### config.mk
export PLATFORM = sky130hd
export DESIGN_NAME = wshb_arbiter_2m_flat
export DESIGN_NICKNAME = d
export VERILOG_FILES = /design/src/rtl/wshb_arb_pkg.sv /design/src/rtl/wshb_if.sv /design/src/rtl/arb_rr_core.sv /design/src/rtl/wshb_arbiter_2m.sv /design/src/flat_wrapper.sv
export SDC_FILE = /design/constraint.sdc
export NUM_CORES = 1
export LEC_CHECK = 0
export BUFFER_PORTS_ARGS = -buffer_cell sky130_fd_sc_hd__buf_2
export CELL_PAD_IN_SITES_DETAIL_PLACEMENT = 0
export CELL_PAD_IN_SITES_GLOBAL_PLACEMENT = 1
export CORE_AREA = 2 2 131 133
export CTS_CLUSTER_SIZE = 12
export DETAILED_ROUTE_END_ITERATION = 7
export DIE_AREA = 0 0 133 135
export PLACE_DENSITY_LB_ADDON = 0.12
export SETUP_SLACK_MARGIN = 0.2
export SYNTH_ARGS = -nofsm -noshare
export SYNTH_HDL_FRONTEND = slang
export SYNTH_HIERARCHICAL = 1
export SYNTH_SLANG_ARGS = --single-unit
### constraint.sdc
create_clock -name sys_clk -period 1.43 [get_ports sys_clk]
set_clock_uncertainty 0.05 [all_clocks]
set_input_delay 0.286 -clock sys_clk [delete_from_list [all_inputs] [get_ports sys_clk]]
set_output_delay 0.286 -clock sys_clk [all_outputs]
set_load 0.05 [all_outputs]
### src/rtl/wshb_arb_pkg.sv
// Shared types for the two-master Wishbone arbiter: FSM state encoding and
// one-hot grant constants, plus the state-to-grant decode.
package wshb_arb_pkg;

  typedef enum logic [1:0] {
    IDLE = 2'd0,
    GNT0 = 2'd1,
    GNT1 = 2'd2
  } arb_state_t;

  localparam logic [1:0] GRANT_NONE = 2'b00;
  localparam logic [1:0] GRANT_M0   = 2'b01;
  localparam logic [1:0] GRANT_M1   = 2'b10;

  // One-hot owner indication derived purely from the registered state.
  function automatic logic [1:0] grant_of(arb_state_t s);
    case (s)
      GNT0:    grant_of = GRANT_M0;
      GNT1:    grant_of = GRANT_M1;
      default: grant_of = GRANT_NONE;
    endcase
  endfunction

endpackage

### src/rtl/wshb_if.sv
// Wishbone B4 bus bundle (classic/registered-feedback signals) with master
// and slave views. DATA_BYTES sets the data and select widths.
interface wshb_if #(
  parameter int DATA_BYTES = 4
);

  logic                    cyc;
  logic                    stb;
  logic                    we;
  logic [31:0]             adr;
  logic [8*DATA_BYTES-1:0] dat_ms;
  logic [8*DATA_BYTES-1:0] dat_sm;
  logic [DATA_BYTES-1:0]   sel;
  logic [2:0]              cti;
  logic [1:0]              bte;
  logic                    ack;
  logic                    err;
  logic                    rty;

  modport master (
    output cyc, stb, we, adr, dat_ms, sel, cti, bte,
    input  dat_sm, ack, err, rty
  );

  modport slave (
    input  cyc, stb, we, adr, dat_ms, sel, cti, bte,
    output dat_sm, ack, err, rty
  );

endinterface

### src/rtl/arb_rr_core.sv
// Arbitration FSM for two Wishbone masters. Grants a whole cyc tenure,
// hands over directly when the other master is waiting, and resolves idle
// ties round-robin via 'last' (the master served most recently).
// Build option: WSHB_ARB_FIXED_PRIO_EN -- when defined, every tie goes to
// master 0 and 'last' is not built.
module arb_rr_core
  import wshb_arb_pkg::*;
(
  input  logic       clk,
  input  logic       rst,
  input  logic       cyc0,
  input  logic       cyc1,
  output arb_state_t state,
  output logic [1:0] grant
);

  arb_state_t state_q;
  arb_state_t state_d;
  arb_state_t tie_winner;

`ifdef WSHB_ARB_FIXED_PRIO_EN
  // Video reader must never starve: it always wins a simultaneous request.
  assign tie_winner = GNT0;
`else
  logic last_q;
  logic last_d;

  // Whoever was not served last wins a tie; reset value favours master 0.
  assign tie_winner = last_q ? GNT0 : GNT1;

  // Record the owner of each tenure as it ends.
  always_comb begin
    last_d = last_q;
    if (state_q == GNT0 && !cyc0) begin
      last_d = 1'b0;
    end else if (state_q == GNT1 && !cyc1) begin
      last_d = 1'b1;
    end
  end

  // Last-served register.
  always_ff @(posedge clk or posedge rst) begin
    if (rst) begin
      last_q <= 1'b1;
    end else begin
      last_q <= last_d;
    end
  end
`endif

  // Next-state: hold a grant for the whole cyc tenure, then hand over or idle.
  always_comb begin
    state_d = state_q;
    case (state_q)
      IDLE: begin
        if (cyc0 && cyc1) begin
          state_d = tie_winner;
        end else if (cyc0) begin
          state_d = GNT0;
        end else if (cyc1) begin
          state_d = GNT1;
        end
      end
      GNT0: begin
        if (!cyc0) begin
          state_d = cyc1 ? GNT1 : IDLE;
        end
      end
      GNT1: begin
        if (!cyc1) begin
          state_d = cyc0 ? GNT0 : IDLE;
        end
      end
      default: state_d = IDLE;
    endcase
  end

  // State register; reset drops any grant immediately, even mid-burst.
  always_ff @(posedge clk or posedge rst) begin
    if (rst) begin
      state_q <= IDLE;
    end else begin
      state_q <= state_d;
    end
  end

  assign state = state_q;
  assign grant = grant_of(state_q);

endmodule

### src/rtl/wshb_arbiter_2m.sv
// Two-master Wishbone arbiter in front of the SDRAM slave port.
// Master 0 is the video stream reader, master 1 the frame-buffer writer.
// The arbitration decision lives in arb_rr_core; this level only steers
// the forward and return signals according to the registered state.
// Build option: WSHB_ARB_FIXED_PRIO_EN (see arb_rr_core).
module wshb_arbiter_2m
  import wshb_arb_pkg::*;
#(
  parameter int DATA_BYTES = 4
) (
  input  logic       sys_clk,
  input  logic       sys_rst,
  wshb_if.slave      wshb_ifs0,
  wshb_if.slave      wshb_ifs1,
  wshb_if.master     wshb_ifm,
  output logic [1:0] grant
);

  arb_state_t state;

  arb_rr_core u_core (
    .clk   (sys_clk),
    .rst   (sys_rst),
    .cyc0  (wshb_ifs0.cyc),
    .cyc1  (wshb_ifs1.cyc),
    .state (state),
    .grant (grant)
  );

  // Forward mux: granted master drives the slave; idle drives all zeros.
  // cyc passes straight through so a dropped cyc reaches the slave at once.
  always_comb begin
    wshb_ifm.cyc    = 1'b0;
    wshb_ifm.stb    = 1'b0;
    wshb_ifm.we     = 1'b0;
    wshb_ifm.adr    = 32'd0;
    wshb_ifm.dat_ms = {8*DATA_BYTES{1'b0}};
    wshb_ifm.sel    = {DATA_BYTES{1'b0}};
    wshb_ifm.cti    = 3'd0;
    wshb_ifm.bte    = 2'd0;
    case (state)
      GNT0: begin
        wshb_ifm.cyc    = wshb_ifs0.cyc;
        wshb_ifm.stb    = wshb_ifs0.stb;
        wshb_ifm.we     = wshb_ifs0.we;
        wshb_ifm.adr    = wshb_ifs0.adr;
        wshb_ifm.dat_ms = wshb_ifs0.dat_ms;
        wshb_ifm.sel    = wshb_ifs0.sel;
        wshb_ifm.cti    = wshb_ifs0.cti;
        wshb_ifm.bte    = wshb_ifs0.bte;
      end
      GNT1: begin
        wshb_ifm.cyc    = wshb_ifs1.cyc;
        wshb_ifm.stb    = wshb_ifs1.stb;
        wshb_ifm.we     = wshb_ifs1.we;
        wshb_ifm.adr    = wshb_ifs1.adr;
        wshb_ifm.dat_ms = wshb_ifs1.dat_ms;
        wshb_ifm.sel    = wshb_ifs1.sel;
        wshb_ifm.cti    = wshb_ifs1.cti;
        wshb_ifm.bte    = wshb_ifs1.bte;
      end
      default: ;
    endcase
  end

  // Return path to master 0: handshake only while it owns the bus.
  always_comb begin
    wshb_ifs0.ack = (state == GNT0) && wshb_ifm.ack;
    wshb_ifs0.err = (state == GNT0) && wshb_ifm.err;
    wshb_ifs0.rty = (state == GNT0) && wshb_ifm.rty;
  end

  // Return path to master 1: handshake only while it owns the bus.
  always_comb begin
    wshb_ifs1.ack = (state == GNT1) && wshb_ifm.ack;
    wshb_ifs1.err = (state == GNT1) && wshb_ifm.err;
    wshb_ifs1.rty = (state == GNT1) && wshb_ifm.rty;
  end

  // Read data needs no qualification; ack tells each master when it is valid.
  assign wshb_ifs0.dat_sm = wshb_ifm.dat_sm;
  assign wshb_ifs1.dat_sm = wshb_ifm.dat_sm;

endmodule

### src/flat_wrapper.sv
// flat-port wrapper written by rule: the top's interface ports become plain ports
module wshb_arbiter_2m_flat import wshb_arb_pkg::*;
#(
  parameter int DATA_BYTES = 4
)
  (sys_clk, sys_rst, grant, wshb_ifs0_cyc, wshb_ifs0_stb, wshb_ifs0_we, wshb_ifs0_adr, wshb_ifs0_dat_ms, wshb_ifs0_sel, wshb_ifs0_cti, wshb_ifs0_bte, wshb_ifs0_dat_sm, wshb_ifs0_ack, wshb_ifs0_err, wshb_ifs0_rty, wshb_ifs1_cyc, wshb_ifs1_stb, wshb_ifs1_we, wshb_ifs1_adr, wshb_ifs1_dat_ms, wshb_ifs1_sel, wshb_ifs1_cti, wshb_ifs1_bte, wshb_ifs1_dat_sm, wshb_ifs1_ack, wshb_ifs1_err, wshb_ifs1_rty, wshb_ifm_cyc, wshb_ifm_stb, wshb_ifm_we, wshb_ifm_adr, wshb_ifm_dat_ms, wshb_ifm_sel, wshb_ifm_cti, wshb_ifm_bte, wshb_ifm_dat_sm, wshb_ifm_ack, wshb_ifm_err, wshb_ifm_rty);
  wshb_if #(.DATA_BYTES(DATA_BYTES)) wshb_ifs0_i ();
  wshb_if #(.DATA_BYTES(DATA_BYTES)) wshb_ifs1_i ();
  wshb_if #(.DATA_BYTES(DATA_BYTES)) wshb_ifm_i ();
  input  logic sys_clk;
  input  logic sys_rst;
  output logic [1:0] grant;
  input wire logic [$bits(wshb_ifs0_i.cyc)-1:0] wshb_ifs0_cyc;
  input wire logic [$bits(wshb_ifs0_i.stb)-1:0] wshb_ifs0_stb;
  input wire logic [$bits(wshb_ifs0_i.we)-1:0] wshb_ifs0_we;
  input wire logic [$bits(wshb_ifs0_i.adr)-1:0] wshb_ifs0_adr;
  input wire logic [$bits(wshb_ifs0_i.dat_ms)-1:0] wshb_ifs0_dat_ms;
  input wire logic [$bits(wshb_ifs0_i.sel)-1:0] wshb_ifs0_sel;
  input wire logic [$bits(wshb_ifs0_i.cti)-1:0] wshb_ifs0_cti;
  input wire logic [$bits(wshb_ifs0_i.bte)-1:0] wshb_ifs0_bte;
  output wire logic [$bits(wshb_ifs0_i.dat_sm)-1:0] wshb_ifs0_dat_sm;
  output wire logic [$bits(wshb_ifs0_i.ack)-1:0] wshb_ifs0_ack;
  output wire logic [$bits(wshb_ifs0_i.err)-1:0] wshb_ifs0_err;
  output wire logic [$bits(wshb_ifs0_i.rty)-1:0] wshb_ifs0_rty;
  input wire logic [$bits(wshb_ifs1_i.cyc)-1:0] wshb_ifs1_cyc;
  input wire logic [$bits(wshb_ifs1_i.stb)-1:0] wshb_ifs1_stb;
  input wire logic [$bits(wshb_ifs1_i.we)-1:0] wshb_ifs1_we;
  input wire logic [$bits(wshb_ifs1_i.adr)-1:0] wshb_ifs1_adr;
  input wire logic [$bits(wshb_ifs1_i.dat_ms)-1:0] wshb_ifs1_dat_ms;
  input wire logic [$bits(wshb_ifs1_i.sel)-1:0] wshb_ifs1_sel;
  input wire logic [$bits(wshb_ifs1_i.cti)-1:0] wshb_ifs1_cti;
  input wire logic [$bits(wshb_ifs1_i.bte)-1:0] wshb_ifs1_bte;
  output wire logic [$bits(wshb_ifs1_i.dat_sm)-1:0] wshb_ifs1_dat_sm;
  output wire logic [$bits(wshb_ifs1_i.ack)-1:0] wshb_ifs1_ack;
  output wire logic [$bits(wshb_ifs1_i.err)-1:0] wshb_ifs1_err;
  output wire logic [$bits(wshb_ifs1_i.rty)-1:0] wshb_ifs1_rty;
  output wire logic [$bits(wshb_ifm_i.cyc)-1:0] wshb_ifm_cyc;
  output wire logic [$bits(wshb_ifm_i.stb)-1:0] wshb_ifm_stb;
  output wire logic [$bits(wshb_ifm_i.we)-1:0] wshb_ifm_we;
  output wire logic [$bits(wshb_ifm_i.adr)-1:0] wshb_ifm_adr;
  output wire logic [$bits(wshb_ifm_i.dat_ms)-1:0] wshb_ifm_dat_ms;
  output wire logic [$bits(wshb_ifm_i.sel)-1:0] wshb_ifm_sel;
  output wire logic [$bits(wshb_ifm_i.cti)-1:0] wshb_ifm_cti;
  output wire logic [$bits(wshb_ifm_i.bte)-1:0] wshb_ifm_bte;
  input wire logic [$bits(wshb_ifm_i.dat_sm)-1:0] wshb_ifm_dat_sm;
  input wire logic [$bits(wshb_ifm_i.ack)-1:0] wshb_ifm_ack;
  input wire logic [$bits(wshb_ifm_i.err)-1:0] wshb_ifm_err;
  input wire logic [$bits(wshb_ifm_i.rty)-1:0] wshb_ifm_rty;
  assign wshb_ifs0_i.cyc = wshb_ifs0_cyc;
  assign wshb_ifs0_i.stb = wshb_ifs0_stb;
  assign wshb_ifs0_i.we = wshb_ifs0_we;
  assign wshb_ifs0_i.adr = wshb_ifs0_adr;
  assign wshb_ifs0_i.dat_ms = wshb_ifs0_dat_ms;
  assign wshb_ifs0_i.sel = wshb_ifs0_sel;
  assign wshb_ifs0_i.cti = wshb_ifs0_cti;
  assign wshb_ifs0_i.bte = wshb_ifs0_bte;
  assign wshb_ifs0_dat_sm = wshb_ifs0_i.dat_sm;
  assign wshb_ifs0_ack = wshb_ifs0_i.ack;
  assign wshb_ifs0_err = wshb_ifs0_i.err;
  assign wshb_ifs0_rty = wshb_ifs0_i.rty;
  assign wshb_ifs1_i.cyc = wshb_ifs1_cyc;
  assign wshb_ifs1_i.stb = wshb_ifs1_stb;
  assign wshb_ifs1_i.we = wshb_ifs1_we;
  assign wshb_ifs1_i.adr = wshb_ifs1_adr;
  assign wshb_ifs1_i.dat_ms = wshb_ifs1_dat_ms;
  assign wshb_ifs1_i.sel = wshb_ifs1_sel;
  assign wshb_ifs1_i.cti = wshb_ifs1_cti;
  assign wshb_ifs1_i.bte = wshb_ifs1_bte;
  assign wshb_ifs1_dat_sm = wshb_ifs1_i.dat_sm;
  assign wshb_ifs1_ack = wshb_ifs1_i.ack;
  assign wshb_ifs1_err = wshb_ifs1_i.err;
  assign wshb_ifs1_rty = wshb_ifs1_i.rty;
  assign wshb_ifm_cyc = wshb_ifm_i.cyc;
  assign wshb_ifm_stb = wshb_ifm_i.stb;
  assign wshb_ifm_we = wshb_ifm_i.we;
  assign wshb_ifm_adr = wshb_ifm_i.adr;
  assign wshb_ifm_dat_ms = wshb_ifm_i.dat_ms;
  assign wshb_ifm_sel = wshb_ifm_i.sel;
  assign wshb_ifm_cti = wshb_ifm_i.cti;
  assign wshb_ifm_bte = wshb_ifm_i.bte;
  assign wshb_ifm_i.dat_sm = wshb_ifm_dat_sm;
  assign wshb_ifm_i.ack = wshb_ifm_ack;
  assign wshb_ifm_i.err = wshb_ifm_err;
  assign wshb_ifm_i.rty = wshb_ifm_rty;
  wshb_arbiter_2m #(.DATA_BYTES(DATA_BYTES)) u_core (.sys_clk(sys_clk), .sys_rst(sys_rst), .wshb_ifs0(wshb_ifs0_i), .wshb_ifs1(wshb_ifs1_i), .wshb_ifm(wshb_ifm_i), .grant(grant));
endmodule
* Yosys cells after proc, flatten, opt, wreduce, memory -nomap -nowiden
Index checks and enable logic that the tools add are counted.
Widths: inputs -> output; s select.
** Storage, ports and cells
- Register bits :: 3
- Output and inout bits :: 148
- Word-level logic and storage cells :: 41
** Operators by class
- Reduce and logical (&&, ||, !) cells :: 14
- Muxes and demuxes :: 20
- Equal/unequal tests :: 5
** Operators with widths (count)
- $pmux 32 s2 :: 2
- $mux 2 :: 7
- $logic_and 1x1->1 :: 9
- $pmux 2 s2 :: 2
- $pmux 4 s2 :: 1
- $pmux 1 s2 :: 3
- $pmux 2 s3 :: 1
- $pmux 3 s2 :: 1
- $ne 2x2->1 const B :: 2
- $ne 4x4->1 const B :: 1
- $mux 1 :: 3
- $reduce_and 3->1 :: 1
- $eq 2x1->1 const B :: 1
- $eq 2x2->1 const B :: 1
- $logic_not 1->1 :: 2
- $logic_not 2->1 :: 1
- $reduce_bool 2->1 :: 1

* Longest topological paths before layout
- Word-level depth :: 4
- Depth in mapped cells :: 7
- Mapped depth without buffers :: 4

* Hierarchy
Netlist, hierarchy kept.
** Modules (own cells, without submodules)
- wshb_arbiter_2m :: times used 1, cells an instance 252, sequential area each 0.0 sq um, area each 1610.3 sq um
- arb_rr_core :: times used 1, cells an instance 16, sequential area each 76.3 sq um, area each 147.6 sq um

* Worst setup path after synthesis
Ideal clock, no wire load.
- Path type :: reg2out
- Start :: register u_core.u_core.state_q[0], in the netlist u_core/u_core/state[0]
- End :: output wshb_ifm_adr[0]
- Slack :: -696 ps
- Stages on the path, launching flop included :: 6
- Arrival time :: 1790 ps
- Data required time :: 1094 ps
- Path through :: dfrtp_1 -> inv_1 -> ha_1 -> buf_2 -> buf_2 -> nor2_1
** Between the ends
- Longest elaborated chain between the ends :: 2
- Elaborated cells on any way between the ends :: 3
** Ends and longest elaborated chain
- start, declared :: RTL line arb_rr_core.sv:17 : arb_state_t state_q;
- start signal, assigned :: RTL line arb_rr_core.sv:83 : state_q <= state_d;
- $eq 2x2->1 / $eq 2x1->1 (equally long branches) :: RTL line wshb_arbiter_2m.sv:41 : case (state)
- $pmux 32 s2 * :: RTL line wshb_arbiter_2m.sv:41
- end, declared :: RTL line flat_wrapper.sv:40 : output wire logic [$bits(wshb_ifm_i.adr)-1:0] wshb_ifm_adr;
Every way passes the cells marked *; elsewhere a longest branch is shown, timed or not.

* Worst setup path in the final report
- Start :: register u_core.u_core.state_q[0], in the netlist u_core/u_core/state[0]
- End :: output wshb_ifm_dat_ms[1]
** Between the ends
- Longest elaborated chain between the ends :: 2
- Elaborated cells on any way between the ends :: 3
** Ends and longest elaborated chain
- $eq 2x2->1 / $eq 2x1->1 (equally long branches) :: RTL line wshb_arbiter_2m.sv:41
- $pmux 32 s2 * :: RTL line wshb_arbiter_2m.sv:41
- end, declared :: RTL line flat_wrapper.sv:41 : output wire logic [$bits(wshb_ifm_i.dat_ms)-1:0] wshb_ifm_dat_ms;
Marked as above.

==> flow_summary.ini <==
[outcome]
status = finished, violations left
violations = negative setup slack

[floorplanning]
io_pins = 337
die_area_mm2 = 0.0180
rows = 47
start_util_pct = 10.7
die_x_um = 133
core_mm2 = 0.0164
die_y_um = 135

[synthesis]
synthTopCellsByArea = a22oi_1, buf_4, nor2_1
syn_nets = 459
ys_types = 18
postSynthCellCount = 268
postSynthAreaPerCell_um2 = 6.56
syn-cell-area_mm2 = 0.00176
seq_area_frac_synth_pct = 4.34
synth_warnings = 6
ys_seq_elements = 3
yosys.area.top_type = a22oi_1
synth_top_area_share_pct = 29.0

[detailed_routing]
wl_per_cell_um = 13.5
vias_per_cell = 3.87
drt-initial-drc-count = 44
drc = 0
routed_wl_mm = 9.13
num_vias = 2614
ant_nets = 0
drt_pass1_iterations = 4

[clock_tree]
h-tree-depth = 1
clk_latency_ns = 0.22
numCtsBuffers = 3
cts_tree = done
cts-root-buf = clkbuf_16
cts_sinks = 3
clk_pin_slew_ns = 0.03
clock_path_buffers = 2

[setup_path]
crit_type = reg -> out
crit_path_end_kind = output pin
slowest_stage = dfrtp_2
crit_family = buffers and inverters
cp_max_fo = 32
crit_buf_inv = 3
worstPathCellList = inv_2 > ha_4 > buf_12 > a22oi_1 > nor2_4 > buf_4
crit_required_ns = 1.09
slowest_delay_ns = 0.39
critPathLaunchType = register
arrival_ns = 1.57

[global_route]
grt_pass1_vias = 2719
grt_use_total_pct = 9.26
grt-ovfl-total = 0
antenna_found_initial = 0
grt_start_max_net_pins = 33
grt_first_pass_wirelength_mm = 13.5

[timing]
max_freq_mhz = 524
fin_ws_ns = -0.477
finalCriticalPeriod_ns = 1.91
setup_tns_ns = -34.86
slew_violations = 0
setup_viol = 84
rsz0062_at_grt = true
report.final.hold_viol_count = 0
tightest_slew_ns = 0.295
maxSlewHeadroom_pct = 80.4
post-route-period-util_pct = 133

[layout]
syn_to_final_growth_pct = 155
final_cell_area_mm2 = 0.00448
layout.cells.most_common = buf_2
final_cell_mix = buf_2, nor2_4, buf_6
nets = 647
diodes = 0
n_fill_cell = 1732
drive_above_1_share_pct = 87.7

[pwr]
p_int_mw = 2.54
finalPower_mw = 5.52
peakVddDrop_v = 0.000598
p_leak_nw = 1.82
clkPwrFrac_pct = 8.0
p_per_area_mw_per_mm2 = 1230
p_sw_share_pct = 54.1
seq_power_share_pct = 2.4
combPwrFrac_pct = 89.6
switching_power_mw = 2.99

[min_path]
hp-class = in -> reg

[placed_design]
port_buffers = 240
place_congestion = 0.756
post-place-ws_ns = -0.336
post-dp-hpwl_mm = 7.40
detailed_place.area_mm2 = 0.00364

[job]
cap_violations = 0
-- per-layer routing --
metal | track usage, % | vias up | share of wire (%)
li1 | - | 1250 | -
met1 | 8.86 | 1226 | 31
met2 | 20.1 | 130 | 60
met3 | 1.91 | 8 | 8.1
met4 | 1.55 | 0 | 0.56
met5 | 0 | - | 0
-- final timing paths --
check | startpoint | depth (start not counted) | slack [ns] | end
worst max register to register | u_core/u_core/state[0] | 4 | 0.35 | u_core/u_core/state[0]
worst min register to register | u_core/u_core/last_q | 2 | 0.49 | u_core/u_core/last_q
worst min-delay path | wshb_ifs0_cyc | 2 | 0.28 | u_core/u_core/state[0]
worst max-delay path | u_core/u_core/state[0] | 6 | -0.48 | wshb_ifm_dat_ms[1]
min in group asynchronous | sys_rst | 3 | 0.42 | u_core/u_core/state[0]
max in group asynchronous | sys_rst | 3 | 0.69 | u_core/u_core/last_q
-- cells in the mapped netlist, drive strengths merged --
master and count:
a22oi 76, nor2 78, nor2b 2, o22ai 1, inv 4, dfstp 1
and2 7, o21ai 2, ha 2, dfrtp 2, clkbuf 3, buf 87
a21oi 1, o22a 1, and2b 1
-- state kept, by name, summed over array words and instances (netlist names) --
register              cells
u_core/u_core/state       2
u_core/u_core/last_q      1
-- kinds of logic (layout without fill, tap and decap cells) --
kind of cell,count (synthesis),after routing,share of synthesized area [%]
simple gates,88,88,20.3
compound gates,81,81,36.4
fa+ha+maj,2,2,1.42
flops,3,3,4.34
buf+inv,94,281,37.5
-- repair_timing --
action	4_1_cts	5_1_grt
setup endpoints to repair	84	84
cloned	1	0
hold buffers	1	0
gates resized for setup	154	56
endpoints found under the hold margin	2	0
pin swaps	2	1
setup buffers	2	0
-- final cells by class --
cell class / instances / area, um2 / share of cell area (%)
multi-input cells: 171 / 1750 / 39.2
inverters: 4 / 15.0 / 0.335
well taps: 220 / 275 / 6.14
clock buffers: 4 / 78.8 / 1.76
flip-flops and latches: 3 / 78.8 / 1.76
repair buffers: 273 / 2280 / 50.9
-- per-stage QoR --
step	hold WS, ns	util, %	instances
after global placement	0.115	22.2	667
after CTS	0.288	26.0	675
after global routing	0.297	27.3	675
after detailed placement	0.110	22.2	667
final	0.284	27.3	675
after floorplan	-0.0110	-	268
-- power groups by stage --
| stage | clock network (mW) | logic (mW) | registers, mW |
|---|---|---|---|
| floorplan | 0 | 3.50 | 0.139 |
| global placement | 0 | 4.29 | 0.134 |
| detailed placement | 0 | 4.28 | 0.136 |
| CTS | 0.446 | 4.82 | 0.135 |
| global route | 0.461 | 5.21 | 0.138 |
| finish | 0.439 | 4.95 | 0.134 |
(Power assumes the default switching activity.)
